===== src/rtl/mmio_uart_tx.sv =====
// Buffered UART transmitter fed by an MMIO command word with a toggle push handshake.
// Define MMIO_UART_TX_PARITY_EN to add an even-parity bit after the data bits.
module mmio_uart_tx #(
    parameter int unsigned CLOCKS_PER_BIT = 434,
    parameter int unsigned FIFO_DEPTH     = 4
) (
    input  logic        clock,
    input  logic        reset,
    input  logic [31:0] cmdWord,
    output logic [31:0] statusWord,
    output logic        txd
);

    localparam int unsigned AW = $clog2(FIFO_DEPTH);

    typedef enum logic [2:0] {
        IDLE,
        START,
        DATA,
`ifdef MMIO_UART_TX_PARITY_EN
        PARITY,
`endif
        STOP
    } state_t;

    state_t      state_q, state_d;
    logic [15:0] cnt_q, cnt_d;
    logic [2:0]  bit_q, bit_d;
    logic [7:0]  shift_q, shift_d;
    logic        par_q, par_d;
    logic        txd_q, txd_d;

    logic [7:0]  mem [FIFO_DEPTH];
    logic [AW:0] wr_q, rd_q, wr_next, rd_next;
    logic        full_q, empty_q, ack_q;
    logic        push, pop, bit_end;
    logic [7:0]  rd_data;

    assign push    = (cmdWord[31] != ack_q) && !full_q;
    assign wr_next = wr_q + (AW + 1)'(push);
    assign rd_next = rd_q + (AW + 1)'(pop);
    assign rd_data = mem[rd_q[AW-1:0]];
    assign bit_end = (cnt_q == 16'(CLOCKS_PER_BIT - 1));

    always_ff @(posedge clock) begin
        if (push) mem[wr_q[AW-1:0]] <= cmdWord[7:0];
    end

    // full/empty are registered from the next pointers, so a same-edge pop never frees room early.
    always_ff @(posedge clock or negedge reset) begin
        if (!reset) begin
            wr_q    <= '0;
            rd_q    <= '0;
            full_q  <= 1'b0;
            empty_q <= 1'b1;
            ack_q   <= 1'b0;
        end else begin
            wr_q    <= wr_next;
            rd_q    <= rd_next;
            full_q  <= (wr_next[AW] != rd_next[AW]) && (wr_next[AW-1:0] == rd_next[AW-1:0]);
            empty_q <= (wr_next == rd_next);
            if (push) ack_q <= cmdWord[31];
        end
    end

    always_ff @(posedge clock or negedge reset) begin
        if (!reset) begin
            state_q <= IDLE;
            cnt_q   <= '0;
            bit_q   <= '0;
            shift_q <= '0;
            par_q   <= 1'b0;
            txd_q   <= 1'b1;
        end else begin
            state_q <= state_d;
            cnt_q   <= cnt_d;
            bit_q   <= bit_d;
            shift_q <= shift_d;
            par_q   <= par_d;
            txd_q   <= txd_d;
        end
    end

    always_comb begin
        state_d = state_q;
        cnt_d   = cnt_q;
        bit_d   = bit_q;
        shift_d = shift_q;
        par_d   = par_q;
        txd_d   = txd_q;
        pop     = 1'b0;
        case (state_q)
            IDLE: begin
                cnt_d = '0;
                txd_d = 1'b1;
                if (!empty_q) begin
                    pop     = 1'b1;
                    shift_d = rd_data;
                    par_d   = ^rd_data;
                    txd_d   = 1'b0;
                    state_d = START;
                end
            end
            START: begin
                cnt_d = cnt_q + 16'd1;
                if (bit_end) begin
                    cnt_d   = '0;
                    bit_d   = '0;
                    txd_d   = shift_q[0];
                    state_d = DATA;
                end
            end
            DATA: begin
                cnt_d = cnt_q + 16'd1;
                if (bit_end) begin
                    cnt_d = '0;
                    if (bit_q == 3'd7) begin
`ifdef MMIO_UART_TX_PARITY_EN
                        txd_d   = par_q;
                        state_d = PARITY;
`else
                        txd_d   = 1'b1;
                        state_d = STOP;
`endif
                    end else begin
                        bit_d   = bit_q + 3'd1;
                        shift_d = shift_q >> 1;
                        txd_d   = shift_q[1];
                    end
                end
            end
`ifdef MMIO_UART_TX_PARITY_EN
            PARITY: begin
                cnt_d = cnt_q + 16'd1;
                if (bit_end) begin
                    cnt_d   = '0;
                    txd_d   = 1'b1;
                    state_d = STOP;
                end
            end
`endif
            STOP: begin
                cnt_d = cnt_q + 16'd1;
                if (bit_end) begin
                    cnt_d = '0;
                    // Pop straight from STOP so queued frames run back-to-back without an idle cycle.
                    if (!empty_q) begin
                        pop     = 1'b1;
                        shift_d = rd_data;
                        par_d   = ^rd_data;
                        txd_d   = 1'b0;
                        state_d = START;
                    end else begin
                        txd_d   = 1'b1;
                        state_d = IDLE;
                    end
                end
            end
            default: begin
                state_d = IDLE;
                txd_d   = 1'b1;
                cnt_d   = '0;
            end
        endcase
    end

    logic parity_present;
`ifdef MMIO_UART_TX_PARITY_EN
    assign parity_present = 1'b1;
`else
    assign parity_present = 1'b0;
`endif

    assign txd        = txd_q;
    assign statusWord = {ack_q, 27'd0, parity_present, (state_q != IDLE), empty_q, full_q};

endmodule


===== config.mk =====
export PLATFORM = sky130hd
export DESIGN_NAME = mmio_uart_tx
export DESIGN_NICKNAME = d
export VERILOG_FILES = /design/src/rtl/mmio_uart_tx.sv
export SDC_FILE = /design/constraint.sdc
export NUM_CORES = 1
export LEC_CHECK = 0
export ABC_AREA = 1
export CORE_MARGIN = 3
export CORE_UTILIZATION = 55
export DETAILED_ROUTE_END_ITERATION = 12
export HOLD_SLACK_MARGIN = 0.08
export PLACE_DENSITY = 0.83
export RECOVER_POWER = 100
export SYNTH_ARGS = -nofsm -noshare
export SYNTH_HDL_FRONTEND = slang
export SYNTH_SLANG_ARGS = --single-unit

===== constraint.sdc =====
create_clock -name clock -period 4.44 [get_ports clock]
set_input_delay 1.332 -clock clock [delete_from_list [all_inputs] [get_ports clock]]
set_output_delay 1.332 -clock clock [all_outputs]
set_load 0.03 [all_outputs]

==> impl_metrics.csv, run 1 <==
group,metric,value,unit
logic_synthesis,syn-cell-area,3600,sq um
timing,setup_tns,0,ns
global_route,grtUsageTotal,0.197,
logic_synthesis,ys_seq_area_frac,0.539,
floorplan,start_util,0.587,
global_route,overflow,0,
logic_synthesis,synth_area_leaders,"edfxtp_1 (27%), dfrtp_1 (26%), nand2_1 (11%)",
clock_tree,clockBufferDepth,2,
timing,rsz0062_at_grt,"false",
timing,min_period_over_period,0.784,
detailed_routing,ant_nets,0,
run_status,violations,"max-capacitance violations, max-slew violations",
timing,drv_slew,40,
placement,port_buffers,15,
global_route,grt_max_degree,40,
timing,tightest_slew,2.08,ns
floorplan,io_pins,67,
setup_path,startpoint,"state_q[0]",
run,maxCapViolCount,1,
layout,syn_to_final_growth,8.41,%
floorplan,fp-row-count,28,
setup_path,endpoint_kind,"output pin",
detailed_routing,drtIter0Drc,201,
logic_synthesis,avgSynthCellArea,9.25,sq um
clock_tree,ctsResizeCount,0,
layout,antennaDiodeCount,0,
clock_tree,cts_hold_buf,0,
detailed_routing,num_vias,2529,
clock_tree,cts_made_buffers,9,
layout,drive_above_1_share,0.0652,
timing,hold_slack,0.477,ns
min_path,min_from,"shift_q[2]",
clock_tree,clk_pin_slew_worst_paths,0.07,ns
floorplan,die_w,86.9,um
floorplan,die_area,7550,sq um
logic_synthesis,ys_ff_latch,71,
timing,min_period,3.48,ns
layout,final_util,0.637,
detailed_routing,drc_errors,0,
clock_tree,cts.root.buffer_cell,"clkbuf_8",
setup_path,crit_arrival,2.15,ns
setup_path,path_max_fanout,10,
global_route,grt_pass1_wl,11300,um
placement,hpwl,4550,um
min_path,hold_path.class,"flip-flop to flip-flop",
global_route,antenna_found_initial,0,
detailed_routing,drt-pass1-iter-count,4,
detailed_routing,wire_per_inst,13.8,um
detailed_routing,vias_per_cell,5.17,
timing,fmax,287,MHz
timing,finalHoldViolCount,0,
logic_synthesis,yosysTopAreaCellShare,0.267,
global_route,grt_pass1_vias,2458,
setup_path,worst-setup-path-type,"flip-flop to output pin",
run_status,run_status,"finished with violations",
layout,final_nets,455,
clock_tree,clock-sinks,71,
placement,gp_congestion,0.913,
detailed_routing,drt-total-wl,6750,um
pwr,ir_drop,0.336,mV
logic_synthesis,synth_warnings,0,
logic_synthesis,yosysUniqueCellTypes,31,
floorplan,coreArea,6130,sq um
setup_path,start_kind,"flip-flop",
logic_synthesis,synth_top_cell_by_area,"edfxtp_1",
setup_path,reg2reg_from,"state_q[0]",
floorplan,fp.dieH,86.9,um
clock_tree,ctsHtreeMaxLevel,3,
timing,fin_skew,0.00768,ns
pwr,power.leakage,0.00182,uW
setup_path,required,3.11,ns
clock_tree,cts_setup_buffers,0,
timing,slew_headroom,-0.389,
logic_synthesis,synthCells,389,
timing,setup_viol,0,
clock_tree,clk_latency,0.34,ns
clock_tree,cts_tree,"built",
pwr,power_density,650,nW/um^2
metal layers:
| metal | track usage | wire (um) |
|---|---|---|
| met1 | 0.250 | 2840 |
| met2 | 0.315 | 3390 |
| met3 | 0.0520 | 339 |
| met4 | 0.0907 | 168 |
| met5 | 0 | 0 |
through the flow:
step	total power [uW]	area, sq um	cells	setup WS, ns
after CTS	2590	3940	489	0.976
after global placement	1920	3700	473	1.29
after detailed placement	1970	3700	473	1.23
after global routing	2720	3900	489	0.810
after floorplan	1740	3700	416	1.84
final	2540	3900	489	0.957
cell type report:
type / count / area, sq um
inverter: 31 / 116
clock buffer: 9 / 124
sequential: 71 / 1940
tap: 75 / 93.8
clock inverter: 7 / 111
fill: 482 / 2230
timing repair buffer: 19 / 159
multi-input combinational: 277 / 1360
report_power, final:
group	total (uW)	internal, uW	leakage (uW)	switching [uW]
logic	931	310	0.000907	622
registers	999	870	0.000797	129
clock network	608	369	0.000118	238
total	2540	1550	0.00182	989
flip-flops by register name, indices dropped and copies added, names as in the netlist:
| register | cells |
|---|---|
| ack_q | 1 |
| mem | 32 |
| rd_q | 3 |
| wr_q | 3 |
| cnt_q | 16 |
| txd | 1 |
| state_q | 2 |
| empty_q | 1 |
| full_q | 1 |
| bit_q | 3 |
| shift_q | 8 |
cells by family (layout without fill, tap and decap cells):
family	after synthesis	count (layout)	share of synthesized area
AOI/OAI and AO/OA	13	13	0.0226
xor gates and xnor gates	14	14	0.0341
adders and majority gates	12	12	0.0417
buffers and inverters	68	66	0.106
DFF	71	71	0.539
other	1	28	0.00104
and+or+nand+nor	210	210	0.256
Yosys cell counts (all sizes together):
cell and instances:
dfrtp 37, clkinv 1, edfxtp 32, nor3 7, nor3b 1, nor2b 1
nand4 2, inv 30, o21ai 6, buf 37, nor2 41, xor2 9
o211ai 1, conb 1, xnor2 5, or2 1, ha 12, nand2 116
a21oi 5, o21a 1, dfstp 2, nand3 41
path summary, 6_finish.rpt:
| path | slack [ns] | endpoint | cells past startpoint |
|---|---|---|---|
| min in group asynchronous | 1.59 | shift_q[3] | 1 |
| min | 0.48 | shift_q[2] | 2 |
| max in group asynchronous | 1.66 | wr_q[1] | 1 |
| max reg2reg | 1.79 | full_q | 11 |
| max | 0.96 | statusWord[2] | 4 |
| min reg2reg | 0.48 | shift_q[2] | 2 |
cell usage in the layout (no fill, tap or decap), types with 5 or more instances in the layout:
cell             n
xnor2_1          5
a21oi_1          5
dfrtp_1         37
nand3_1         41
clkbuf_1         5
conb_1          28
nor3_1           7
ha_1            12
edfxtp_1        32
nand2_1        112
xor2_1           9
nor2_1          37
clkbuf_8         9
dlygate4sd3_1   14
o21ai_0          5
inv_1           27
critical path: stages, from the launching register on:
cell and delay, ns:
dfrtp_1 0.43, inv_1 0.10, ha_1 0.40, inv_1 0.17, dlygate4sd3_1 0.72
Power figures use the tool's default switching activity.
==> inputs of run 2 (changes only) <==
CORE_UTILIZATION = 47   (was 55)
PLACE_DENSITY = 0.76   (was 0.83)
clock period = 3 ns   (was 4.44 ns; I/O delays follow)
==> impl_metrics.csv, run 2 (synthesis results as in run 1) <==
group,metric,value,unit
run_status,run_status,"finished with violations",
run_status,violations,"max-capacitance violations, max-slew violations",
setup_path,start_kind,"flip-flop",
layout,drive_above_1_share,0.0602,
run,maxCapViolCount,1,
floorplan,fp.dieH,93.5,um
setup_path,path_max_fanout,4,
clock_tree,cts.root.buffer_cell,"clkbuf_8",
clock_tree,clk_latency,0.34,ns
detailed_routing,drtIter0Drc,162,
pwr,power_density,929,nW/um^2
global_route,grt_max_degree,40,
setup_path,crit_arrival,1.91,ns
placement,gp_congestion,0.941,
timing,setup_tns,0,ns
global_route,antenna_found_initial,0,
detailed_routing,wire_per_inst,12.4,um
global_route,overflow,0,
setup_path,worst-setup-path-type,"flip-flop to output pin",
timing,rsz0062_at_grt,"false",
floorplan,fp-row-count,31,
timing,min_period_over_period,0.937,
timing,tightest_slew,2.07,ns
timing,finalHoldViolCount,0,
detailed_routing,drt-total-wl,6390,um
detailed_routing,drt-pass1-iter-count,4,
clock_tree,cts_made_buffers,9,
timing,setup_viol,0,
layout,layout_commonest_cell,"nand2_1",
global_route,grt_pass1_wl,11300,um
detailed_routing,ant_nets,0,
placement,hpwl,4460,um
timing,slew_headroom,-0.378,
clock_tree,cts_setup_buffers,0,
global_route,grt_pass1_vias,2428,
floorplan,coreArea,7330,sq um
pwr,ir_drop,0.588,mV
clock_tree,clock-sinks,71,
floorplan,start_util,0.491,
detailed_routing,num_vias,2474,
clock_tree,clk_pin_slew_worst_paths,0.07,ns
placement,port_buffers,15,
timing,fin_skew,0.00730,ns
layout,final_cell_mix,"nand2_1 (112), nand3_1 (41), nor2_1 (38)",
layout,antennaDiodeCount,0,
floorplan,die_area,8750,sq um
pwr,power.leakage,0.00179,uW
floorplan,io_pins,67,
global_route,grtUsageTotal,0.168,
clock_tree,clockBufferDepth,2,
floorplan,die_w,93.5,um
timing,min_period,2.81,ns
detailed_routing,vias_per_cell,4.81,
setup_path,required,2.10,ns
clock_tree,cts_hold_buf,0,
pwr,p_total,3630,uW
layout,largest_register_ffs,32,
timing,fmax,356,MHz
layout,syn_to_final_growth,8.62,%
clock_tree,cts_tree,"built",
clock_tree,ctsResizeCount,0,
setup_path,endpoint_kind,"output pin",
clock_tree,ctsHtreeMaxLevel,3,
detailed_routing,drc_errors,0,
timing,drv_slew,40,
min_path,hold_path.class,"flip-flop to flip-flop",
layout,final_nets,456,
-- run 2: worst paths after layout --
| kind | end | startpoint | slack [ns] | cells past startpoint |
|---|---|---|---|---|
| min in group asynchronous | cnt_q[11] | reset | 1.15 | 1 |
| max in group asynchronous | wr_q[2] | reset | 0.67 | 1 |
| min | rd_q[2] | rd_q[2] | 0.48 | 1 |
| min reg2reg | rd_q[2] | rd_q[2] | 0.48 | 1 |
| max reg2reg | full_q | cnt_q[1] | 0.37 | 13 |
| max | statusWord[2] | state_q[0] | 0.19 | 4 |
-- run 2: cell type report --
type                       count  area [sq um]
multi-input combinational    277          1360
clock inverter                 7          87.6
sequential                    71          1940
clock buffer                   9           124
timing repair buffer          20           163
fill                         658          3420
inverter                      31           116
tap                           99           124
-- run 2: power by group --
part	internal (uW)	total, uW	switching [uW]
Combinational	464	1340	880
Sequential	1290	1480	190
Clock	461	811	351
Total	2210	3630	1420
-- run 2: worst max-delay path: stages, from the launching register on --
cell	delay, ns
dfrtp_1	0.42
inv_1	0.08
ha_1	0.21
inv_1	0.16
clkdlybuf4s50_1	0.70
-- run 2: routing by layer --
metal  part of all wire  wire length, um  track usage  vias up
met5                  0                0            0        -
met4              0.022              138       0.0904        0
met3              0.048              304       0.0330       11
met2               0.49             3140        0.272       79
met1               0.44             2810        0.210     1151
li1                   -                -            -     1233
-- run 2: metrics by stage --
step | setup slack, ns | hold WS (ns) | area, sq um | utilization | cells
finish | 0.190 | 0.477 | 3910 | 0.533 | 514
global route | 0.0545 | 0.488 | 3910 | 0.533 | 514
CTS | 0.141 | 0.478 | 3950 | 0.539 | 514
detailed placement | 0.409 | 0.460 | 3740 | 0.510 | 498
global placement | 0.471 | 0.454 | 3740 | 0.510 | 498
floorplan | 0.811 | 0.442 | 3700 | - | 416
